## src/rtl/bsg_wormhole_broadcast.sv

```systemverilog
// Single-input, two-output wormhole router node. The header's destination
// field steers the whole packet to the local port (0), the pass-through
// port (1), or both. The data path is combinational; a per-output "sent"
// mask ensures that a broadcast flit is consumed only after both outputs
// have taken it, and that no output sees the same flit twice.
module bsg_wormhole_broadcast #(
   parameter int width_p            = 32,
   parameter int payload_len_bits_p = 4,
   parameter int coord_bits_p       = 4
) (
   input  logic                    clk_i,
   input  logic                    reset_i,
   input  logic                    v_i,
   input  logic [width_p-1:0]      data_i,
   output logic                    ready_and_o,
   output logic [1:0]              v_o,
   output logic [1:0][width_p-1:0] data_o,
   input  logic [1:0]              ready_and_i
);

   typedef enum logic {
      ST_BODY = 1'b0,
      ST_HDR  = 1'b1
   } state_e;

   state_e                        state_q, state_d;
   logic [1:0]                    route_q, route_d;
   logic [1:0]                    sent_q, sent_d;
   logic [payload_len_bits_p-1:0] count_q, count_d;

   logic [coord_bits_p-1:0]       dest;
   logic [payload_len_bits_p-1:0] len;
   logic [1:0]                    hdr_route;
   logic [1:0]                    route;
   logic                          xfer;

   assign dest = data_i[coord_bits_p-1:0];
   assign len  = data_i[coord_bits_p +: payload_len_bits_p];

   // Decode the header destination and select the route in force this cycle.
   always_comb begin
      hdr_route = 2'b10;
      if (dest == '0)
         hdr_route = 2'b01;
      else if (dest == '1)
         hdr_route = 2'b11;
      route = (state_q == ST_HDR) ? hdr_route : route_q;
   end

   // Handshake outputs; everything is held quiet while reset is asserted.
   always_comb begin
      v_o         = {2{v_i & reset_i}} & route & ~sent_q;
      ready_and_o = reset_i & (&(~route | sent_q | ready_and_i));
      data_o[0]   = data_i;
      data_o[1]   = data_i;
      xfer        = v_i & ready_and_o;
   end

   // Packet framing and per-output acceptance tracking.
   always_comb begin
      state_d = state_q;
      route_d = route_q;
      count_d = count_q;
      sent_d  = sent_q;
      if (xfer) begin
         sent_d = '0;
         if (state_q == ST_HDR) begin
            if (len != '0) begin
               route_d = hdr_route;
               count_d = len;
               state_d = ST_BODY;
            end
         end else begin
            count_d = count_q - 1'b1;
            if (count_q == payload_len_bits_p'(1))
               state_d = ST_HDR;
         end
      end else if (v_i) begin
         sent_d = sent_q | (v_o & ready_and_i);
      end
   end

   // State registers with asynchronous active-low reset.
   always_ff @(posedge clk_i or negedge reset_i) begin
      if (!reset_i) begin
         state_q <= ST_HDR;
         route_q <= '0;
         count_q <= '0;
         sent_q  <= '0;
      end else begin
         state_q <= state_d;
         route_q <= route_d;
         count_q <= count_d;
         sent_q  <= sent_d;
      end
   end

endmodule

```

## config.mk

```make
export PLATFORM = sky130hd
export DESIGN_NAME = bsg_wormhole_broadcast
export DESIGN_NICKNAME = d
export VERILOG_FILES = /design/src/rtl/bsg_wormhole_broadcast.sv
export SDC_FILE = /design/constraint.sdc
export NUM_CORES = 1
export LEC_CHECK = 0
export BUFFER_PORTS_ARGS = -buffer_cell sky130_fd_sc_hd__buf_2
export CAP_MARGIN = 10
export CELL_PAD_IN_SITES_DETAIL_PLACEMENT = 2
export CELL_PAD_IN_SITES_GLOBAL_PLACEMENT = 2
export CORE_ASPECT_RATIO = 1.75
export CORE_MARGIN = 2
export CORE_UTILIZATION = 18
export CTS_BUF_LIST = sky130_fd_sc_hd__clkbuf_8
export CTS_CLUSTER_DIAMETER = 30
export DETAILED_ROUTE_END_ITERATION = 7
export PLACE_DENSITY_LB_ADDON = 0.1
export RECOVER_POWER = 25
export SYNTH_ARGS = -nofsm -noshare
export SYNTH_HDL_FRONTEND = slang
export SYNTH_SLANG_ARGS = --single-unit
```

## constraint.sdc

```tcl
create_clock -name clk_i -period 2.7 [get_ports clk_i]
set_clock_uncertainty 0.15 [all_clocks]
set_input_delay 0.54 -clock clk_i [delete_from_list [all_inputs] [get_ports clk_i]]
set_output_delay 0.54 -clock clk_i [all_outputs]
set_load 0.02 [all_outputs]
```

# After elaboration in Yosys (flattened, before gate mapping)
# Index checks and enable logic that the tools add are counted.
[word_totals] mem_bits_ro=0 register_bits=9 output_inout_bits=67 ramBits=0 latch_bits=0 n_memories=0 elab_cells=35
[classes] n_eq_ne=3 shift=0 n_div=0 n_reduce_logical=6 addsub=1 bitwise_logic=11 magnitude_cmp=0 multipliers=0 mux=10
[ops] operator="2-to-1 mux 2 bit" count=4
[ops] operator="2-to-1 mux 4 bit" count=2
[ops] operator="bitwise AND 2 bit" count=3
[ops] operator="bitwise OR 2 bit" count=3
[ops] operator="== test 4 x 1 -> 1 bit, second input constant" count=1
[ops] operator="== test 4 bit, second input constant" count=1
[ops] operator="zero test 4 bit" count=1
[ops] operator="2-to-1 mux 1 bit" count=4
[ops] operator="NOT 2 bit" count=2
[ops] operator="AND reduction 2 bit" count=2
[ops] operator="nonzero test 4 bit" count=1
[ops] operator="subtractor 4 x 1 -> 4 bit, second input constant" count=1
[ops] operator="bitwise AND 1 bit" count=3
[ops] operator="AND reduction 3 bit" count=1
[ops] operator="inequality test 2 x 1 -> 1 bit, second input constant" count=1
[ops] operator="nonzero test 2 bit" count=1

# Depth between registers and ports, before layout
# Gate-level depths: netlist of the first run.
[depth] word_depth=11 mapped_depth=7 depth_no_buf=5

# Worst setup path before layout of the first run
# No wires, ideal clock.
[synth_timing] kind="input -> output" from="in data_i[0]" to="out v_o[0]" arrival_time_ps=1812 stages=2 n_path_buf=0 required_time_ps=2010 path_slack_ps=198 path_cell_list="or4_4 > a311oi_1"
[synth_between] elab_chain_len=6 elab_cells_between_ends=7 classes_between="1 x eq/ne; 3 x mux; 2 x bitwise; 1 x reduce/logical"
[synth_rtl] element="start, declared" line_no="14" text="input logic [width_p-1:0] data_i,"
[synth_rtl] element="== test 4 bit" line_no="45" text="else if (dest == '1)"
[synth_rtl] element="2-to-1 mux 1 bit" line_no="45"
[synth_rtl] element="2-to-1 mux 2 bit (*)" line_no="43" text="if (dest == '0)"
[synth_rtl] element="2-to-1 mux 2 bit (*)" line_no="47" text="route = (state_q == ST_HDR) ? hdr_route : route_q;"
[synth_rtl] element="bitwise AND 2 bit (*) (2 in a row)" line_no="52" text="v_o = {2{v_i & reset_i}} & route & ~sent_q;"
[synth_rtl] element="end, declared" line_no="16" text="output logic [1:0] v_o,"
# Every way passes the cells marked *; elsewhere a longest branch is shown, timed or not.

# Worst setup path after layout of the first run
# Ends and elaborated chain as after synthesis.

==> results of run 1 <==
==> state kept, by name, indices dropped and copies added, names as in the netlist <==
signal   count
route_q      2
count_q      4
sent_q       2
state_q      1
==> cell families after synthesis <==
group / share of synthesized area
buf+inv: 0.4765
simple gates: 0.1233
mux: 0.03991
flops: 0.2124
compound gates: 0.1244
fa+ha+maj: 0.02347
==> worst reg2reg max path: cells and delay by family (launching register included) <==
family / cells / cell delay [ns]
AO/OA/AOI/OAI: 4 / 1.01
AND/OR/NAND/NOR: 1 / 0.11
flip-flops: 1 / 0.57
buffers and inverters: 1 / 0.18
==> synthesized netlist by cell type, types with 2 or more instances <==
library cell	count	area share
buf_4	66	0.46
mux2i_1	2	0.019
dfrtp_1	8	0.19
inv_1	2	0.0070
nand2_1	4	0.014
nor4_1	2	0.012
a21oi_1	4	0.019
nor2_1	5	0.018
ha_1	2	0.023
mux2_2	2	0.021
a211oi_1	3	0.021
o21bai_1	2	0.014
==> routing by layer <==
layer  part of all wire  routed length (microns)
met5                  0                        0
met4             0.0085                       22
met3              0.086                      222
met2               0.60                     1540
met1               0.31                      800
==> power breakdown <==
part	total [mW]	internal (mW)	switching, mW
clock	0.157	0.0995	0.0579
sequential	0.223	0.186	0.0373
combinational	0.303	0.127	0.175
total	0.684	0.413	0.271
==> placed cells by master (no fill, tap or decap), drive strengths merged, types with 2 or more instances in the layout <==
| master | instances |
|---|---|
| buf | 35 |
| dfrtp | 8 |
| nor2 | 5 |
| clkbuf | 5 |
| nand2 | 4 |
| a21oi | 4 |
| inv | 3 |
| a211oi | 3 |
| o21bai | 2 |
| nor4 | 2 |
| mux2 | 2 |
| mux2i | 2 |
| ha | 2 |
| a311oi | 2 |
| nor3 | 2 |
==> area by class of cell <==
class,count,share of cell area
Clock buffer,3,0.04571
Clock inverter,1,0.004155
Inverter,2,0.008310
Multi-Input combinational cell,44,0.3670
Sequential cell,9,0.2507
Tap cell,78,0.1080
Timing Repair Buffer,37,0.2161
==> final timing paths <==
check	start	to	slack, ns	cells past startpoint
min in group clk_i	sent_q[0]$_DFFE_PN0P_	sent_q[0]$_DFFE_PN0P_	0.35	2
max in group asynchronous	reset_i	sent_q[0]$_DFFE_PN0P_	1.68	2
hold / removal	reset_i	count_q[3]$_DFFE_PN0P_	0.33	2
setup / recovery	data_i[0]	v_o[0]	0.10	4
hold reg to reg	sent_q[0]$_DFFE_PN0P_	sent_q[0]$_DFFE_PN0P_	0.35	2
setup reg to reg	state_q$_DFFE_PN1P_	count_q[2]$_DFFE_PN0P_	0.57	6
==> through the flow <==
step / power (mW) / util / std cells
after floorplan: 0.5416 / - / 122
after global placement: 0.5380 / 0.1492 / 170
after detailed placement: 0.5424 / 0.1492 / 170
after CTS: 0.7085 / 0.1570 / 174
after global routing: 0.7419 / 0.1561 / 174
final: 0.6836 / 0.1561 / 174
==> summary.md, run 1 <==
| Metric | Value |
|---|---|
| IO Port Bufs | 31 |
| Filler instances | 680 |
| NumNets Final | 136 |
| I/O pins | 104 |
| YS warnings | 0 |
| Slew headroom | 0.6012 |
| CP startpoint kind | input pin |
| Initial antenna violation count | 0 |
| Data required time at the worst endpoint | 2.01 ns |
| Leak Pwr | 0.4015 nW |
| Final min period | 2.596 ns |
| Routability cong. | 0.5855 |
| Mapped Cells | 122 |
| Hpwl dp | 2.233 mm |
| Via count | 661 |
| Multi-input logic area | 331.6 sq um |
| Layout cells sized above 1 | 0.4688 |
| Via density | 3.799 |
| Reg clk slew, reported paths | 0.05 ns |
| Final hold violation count | 0 |
| Area grow syn2layout | -15.26% |
| Pre-Repair DR Iteration Count | 3 |
| M1 GR Usage | 0.07012 |
| Seq cells post-synth | 9 |
| Syn_area_per_cell | 8.738 sq um |
| Cell family with most CP delay | simple AND/OR/NAND/NOR gates |
| CTS Hold Bufs | 0 |
| Post-synth EDFFs | 0 |
| Top FF cell, synth | dfrtp_1 |
| Unique masters post-synth | 32 |
| H-tree depth | 1 |
| CTS tree | yes |
| Vias in the first global route | 782 |
| Post-route setup TNS | 0 ns |
| GR Overflow Total | 0 |
| # setup viols final | 0 |
| Crit Path Class | input pin to output port |
| Register area | 226.5 sq um |
| CP peak stage delay | 0.57 ns |
| Core area | 5787 sq um |
| DRC viols | 0 |
| Netlist area before placement | 1066 sq um |
| Height of the die | 105.8 microns |
| Net count after synthesis | 161 |
| N_diodes | 0 |
| Final slew viol count | 0 |
| Largest net degree at the start of global routing | 12 |
| Max-cap viol count | 0 |
| Status | finished, final reports clean |
| Wirelength per Cell | 14.86 microns |
| Post-DP Area | 863.3 sq um |
| Post-CTS setup buffer count | 0 |
| Slowest CP cell | or4_4 |
| Crit path cell chain | buf_2 > or4_4 > a311oi_1 > buf_2 |
| Clock Latency Late Sink | 0.23 ns |
| Worst-margin pin slew | 0.5982 ns |
| Starting density of the core | 0.1842 |
| Die width | 62.18 microns |
| Cell mode on critical path | buf_2 |
| Hold Path Class | input pin to async pin |
| Tcrit/Tclk final | 0.9616 |
| Async S/R FF share, synth | 1.000 |
| Grt met3 use | 0.03308 |
| Setup WS pre-CTS | 0.08454 ns |
| Global Route Usage Sum | 0.08354 |
| Met2 usage | 0.1685 |
| Sequential element share of the synthesized area | 0.2124 |
| Fin worst setup slack | 0.1035 ns |
| Fin Hold WS | 0.3283 ns |
| Crit. End Element | output port |
| Clk sinks | 9 |
| Pwr dens | 756.7 nW/um^2 |
| Busiest layer in global routing | met2 |
| First-iteration detailed-routing DRC count | 2 |
| CTS resizes | 0 |
| Crit-path max FO | 5 |
| Buf/Inv on CP | 2 |
| CTS Buffer Depth | 2 |
| Clk root buf | clkbuf_8 |
| Die ar. | 6578 sq um |
| First-pass GRT wire length | 4.222 mm |
| Achievable frequency | 0.3851 GHz |
| RSZ-0062 raised after global routing | false |
| Critical Path AT | 1.91 ns |
| Rows | 37 |
| Finished Cell Area | 903.4 sq um |
| CTS Buf Count | 3 |
| Peak VDD IR | 217.1 uV |
| WL final | 2.585 mm |
| Detail Route Antenna Nets | 0 |
Note: power is estimated with default switching activity, not from simulation.
==> run 2, diff against run 1 <==
- PLACE_DENSITY: default -> 0.89
- PLACE_DENSITY_LB_ADDON: 0.1 -> default
- SETUP_SLACK_MARGIN: default -> 0.02
- SLEW_MARGIN: default -> 20
==> run 2 against run 1 <==
  * Routed wire length fell by 15%
  * Highest routed layer unchanged
  * Global-route usage fell by 1.5 points
  * Design area shrank 2.5%
  * Total power down 3.3%
  * Core utilization fell by 0.39 points
==> summary.md, run 2 (synthesized netlist as in run 1, its figures left out) <==
| Metric | Value |
|---|---|
| Status | finished, final reports clean |
| Cell mode on critical path | buf_2 |
| Rows | 37 (unchanged) |
| N_diodes | 0 (unchanged) |
| Reg-to-reg critical path endpoint | count_q[2]$_DFFE_PN0P_ |
| DRC viols | 0 (unchanged) |
| Data required time at the worst endpoint | 2.01 ns (about the same) |
| Max reg flops | 4 (unchanged) |
| CTS resizes | 0 (unchanged) |
| Pre-Repair DR Iteration Count | 1 (-2) |
| Post-route setup TNS | 0 ns (unchanged) |
| Crit. Startpoint | data_i[0] |
| First-iteration detailed-routing DRC count | 0 (-2) |
| Tcrit/Tclk final | 0.9389 (-0.02272) |
| Reg2Reg Depth | 5 (-1) |
| Max-cap viol count | 0 (unchanged) |
| Final hold violation count | 0 (unchanged) |
| Buf/Inv on CP | 2 (unchanged) |
| CTS Hold Bufs | 0 (unchanged) |
| R2R Path Start | state_q$_DFFE_PN1P_ |
| Global Route Usage Sum | 0.06874 (-0.01479) |
| Non-Filler Instances | 171 (-1.7%) |
| Largest net degree at the start of global routing | 11 (-1) |
| M1 GR Usage | 0.05658 (-0.01354) |
| Slew headroom | 0.6234 (+0.02222) |
| Largest regs | count_q (4), route_q (2), sent_q (2) |
| Grt met3 use | 0.01601 (-0.01708) |
| Busiest layer in global routing | met2 |
| Height of the die | 105.8 microns (unchanged) |
| Clk root buf | clkbuf_8 |
| Most frequent cells in the layout | buf_2, dfrtp_1, nor2_1 |
| I/O pins | 104 (unchanged) |
| Commonest non-fill, non-tap cell in the layout | buf_2 |
| Reg clk slew, reported paths | 0.05 ns (about the same) |
| Crit Path Class | input pin to output port |
| Crit path cell chain | buf_2 > or4_4 > a311oi_4 > nor3b_1 > buf_2 |
| Detail Route Antenna Nets | 0 (unchanged) |
| Fin Hold WS | 0.3156 ns (-0.01276 ns) |
| Post-CTS setup buffer count | 0 (unchanged) |
| Crit-path max FO | 5 (unchanged) |
| # setup viols final | 0 (unchanged) |
| Most flop-heavy register | count_q |
| CP startpoint kind | input pin |
| Routability cong. | 0.7205 (+23%) |
| Hpwl dp | 1.807 mm (-19%) |
| GR Overflow Total | 0 (unchanged) |
| CTS Buffer Depth | 2 (unchanged) |
| Vias in the first global route | 718 (-8.2%) |
| Met2 usage | 0.1304 (-0.03804) |
| Filler instances | 684 (+0.59%) |
| FF-to-FF setup slack | 0.54 ns (-0.03 ns) |
| Slowest CP cell | or4_4 |
| Cell family with most CP delay | simple AND/OR/NAND/NOR gates |
| CP peak stage delay | 0.57 ns (about the same) |
| Layout cells sized above 1 | 0.4516 (-0.01714) |
| Wirelength per Cell | 12.81 microns (-14%) |
| Crit. End Element | output port |
| Final slew viol count | 0 (unchanged) |
| Worst-margin pin slew | 0.5649 ns (-0.03333 ns) |
| H-tree depth | 1 (unchanged) |
| Via density | 3.901 (+2.7%) |
| Leak Pwr | 0.3863 nW (-3.8%) |
| Die width | 62.18 microns (unchanged) |
| Hold Path Class | input pin to async pin |
| Achievable frequency | 0.3945 GHz (+2.4%) |
| RSZ-0062 raised after global routing | false |
| Area grow syn2layout | -17.37% |
| CTS tree | yes |
| First-pass GRT wire length | 3.491 mm (-17%) |
| IO Port Bufs | 31 (unchanged) |
| Pwr dens | 750.4 nW/um^2 (-0.83%) |
| Starting density of the core | 0.1842 (unchanged) |
| Clk sinks | 9 (unchanged) |
| Core area | 5787 sq um (unchanged) |
| Peak VDD IR | 364.2 uV (+68%) |
| Critical Path AT | 1.85 ns (-0.06 ns) |
| Initial antenna violation count | 0 (unchanged) |
| Placed Instances | 167 (-1.8%) |
| Clock Latency Late Sink | 0.24 ns (about the same) |
| WL final | 2.190 mm (-15%) |
| Via count | 667 (+0.91%) |
| Final min period | 2.535 ns (-0.06134 ns) |
| NumNets Final | 133 (-2.2%) |
| Die ar. | 6578 sq um (unchanged) |
| CTS Buf Count | 3 (unchanged) |
-- run 2: cell types whose count changed in the layout (fill, tap and decap cells not counted) --
| cell | delta |
|---|---|
| buf_4 | -3 |
-- run 2: power breakdown --
group          switching, mW  total, mW  internal (mW)
sequential            0.0448      0.231          0.187
combinational          0.155      0.274          0.119
clock                 0.0566      0.156         0.0993
total                  0.257      0.661          0.404
-- run 2: metrics by stage --
stage	worst slack, ns	power, mW	cell area, sq um	utilization
floorplan	0.1978	0.5416	1066	-
global placement	0.1831	0.4963	840.8	0.1453
detailed placement	0.1532	0.5118	840.8	0.1453
CTS	0.1481	0.6739	885.9	0.1531
global route	0.08730	0.7098	880.8	0.1522
finish	0.1649	0.6610	880.8	0.1522
-- run 2: how the worst max path moves through the flow --
stage               slack (ns)  depth (start not counted)     endpoint
floorplan                 0.20                          2       v_o[0]
global placement          0.18                          4       v_o[0]
detailed placement        0.15                          4       v_o[0]
CTS                       0.15                          4       v_o[0]
global route              0.09                          4       v_o[0]
finish                    0.16                          5  ready_and_o
-- run 2: layout make-up --
class	instances	area, sq um	share of cell area
Tap cell	78	97.59	0.1108
Clock inverter	1	3.754	0.004261
Clock buffer	3	41.29	0.04687
Multi-Input combinational cell	44	331.6	0.3764
Inverter	2	7.507	0.008523
Timing Repair Buffer	34	172.7	0.1960
Sequential cell	9	226.5	0.2571
-- run 2: worst register-to-register path, delay by kind of cell, from the launching register on --
family	cells	cell delay [ns]
AO/OA/AOI/OAI	3	0.84
flip-flops	1	0.63
AND/OR/NAND/NOR	2	0.42
-- run 2: routing by layer --
layer  part of all wire  vias to the layer above
met5                  0                        -
met1               0.30                      310
li1                   -                      292
met3               0.12                       24
met2               0.53                       41
met4              0.051                        0
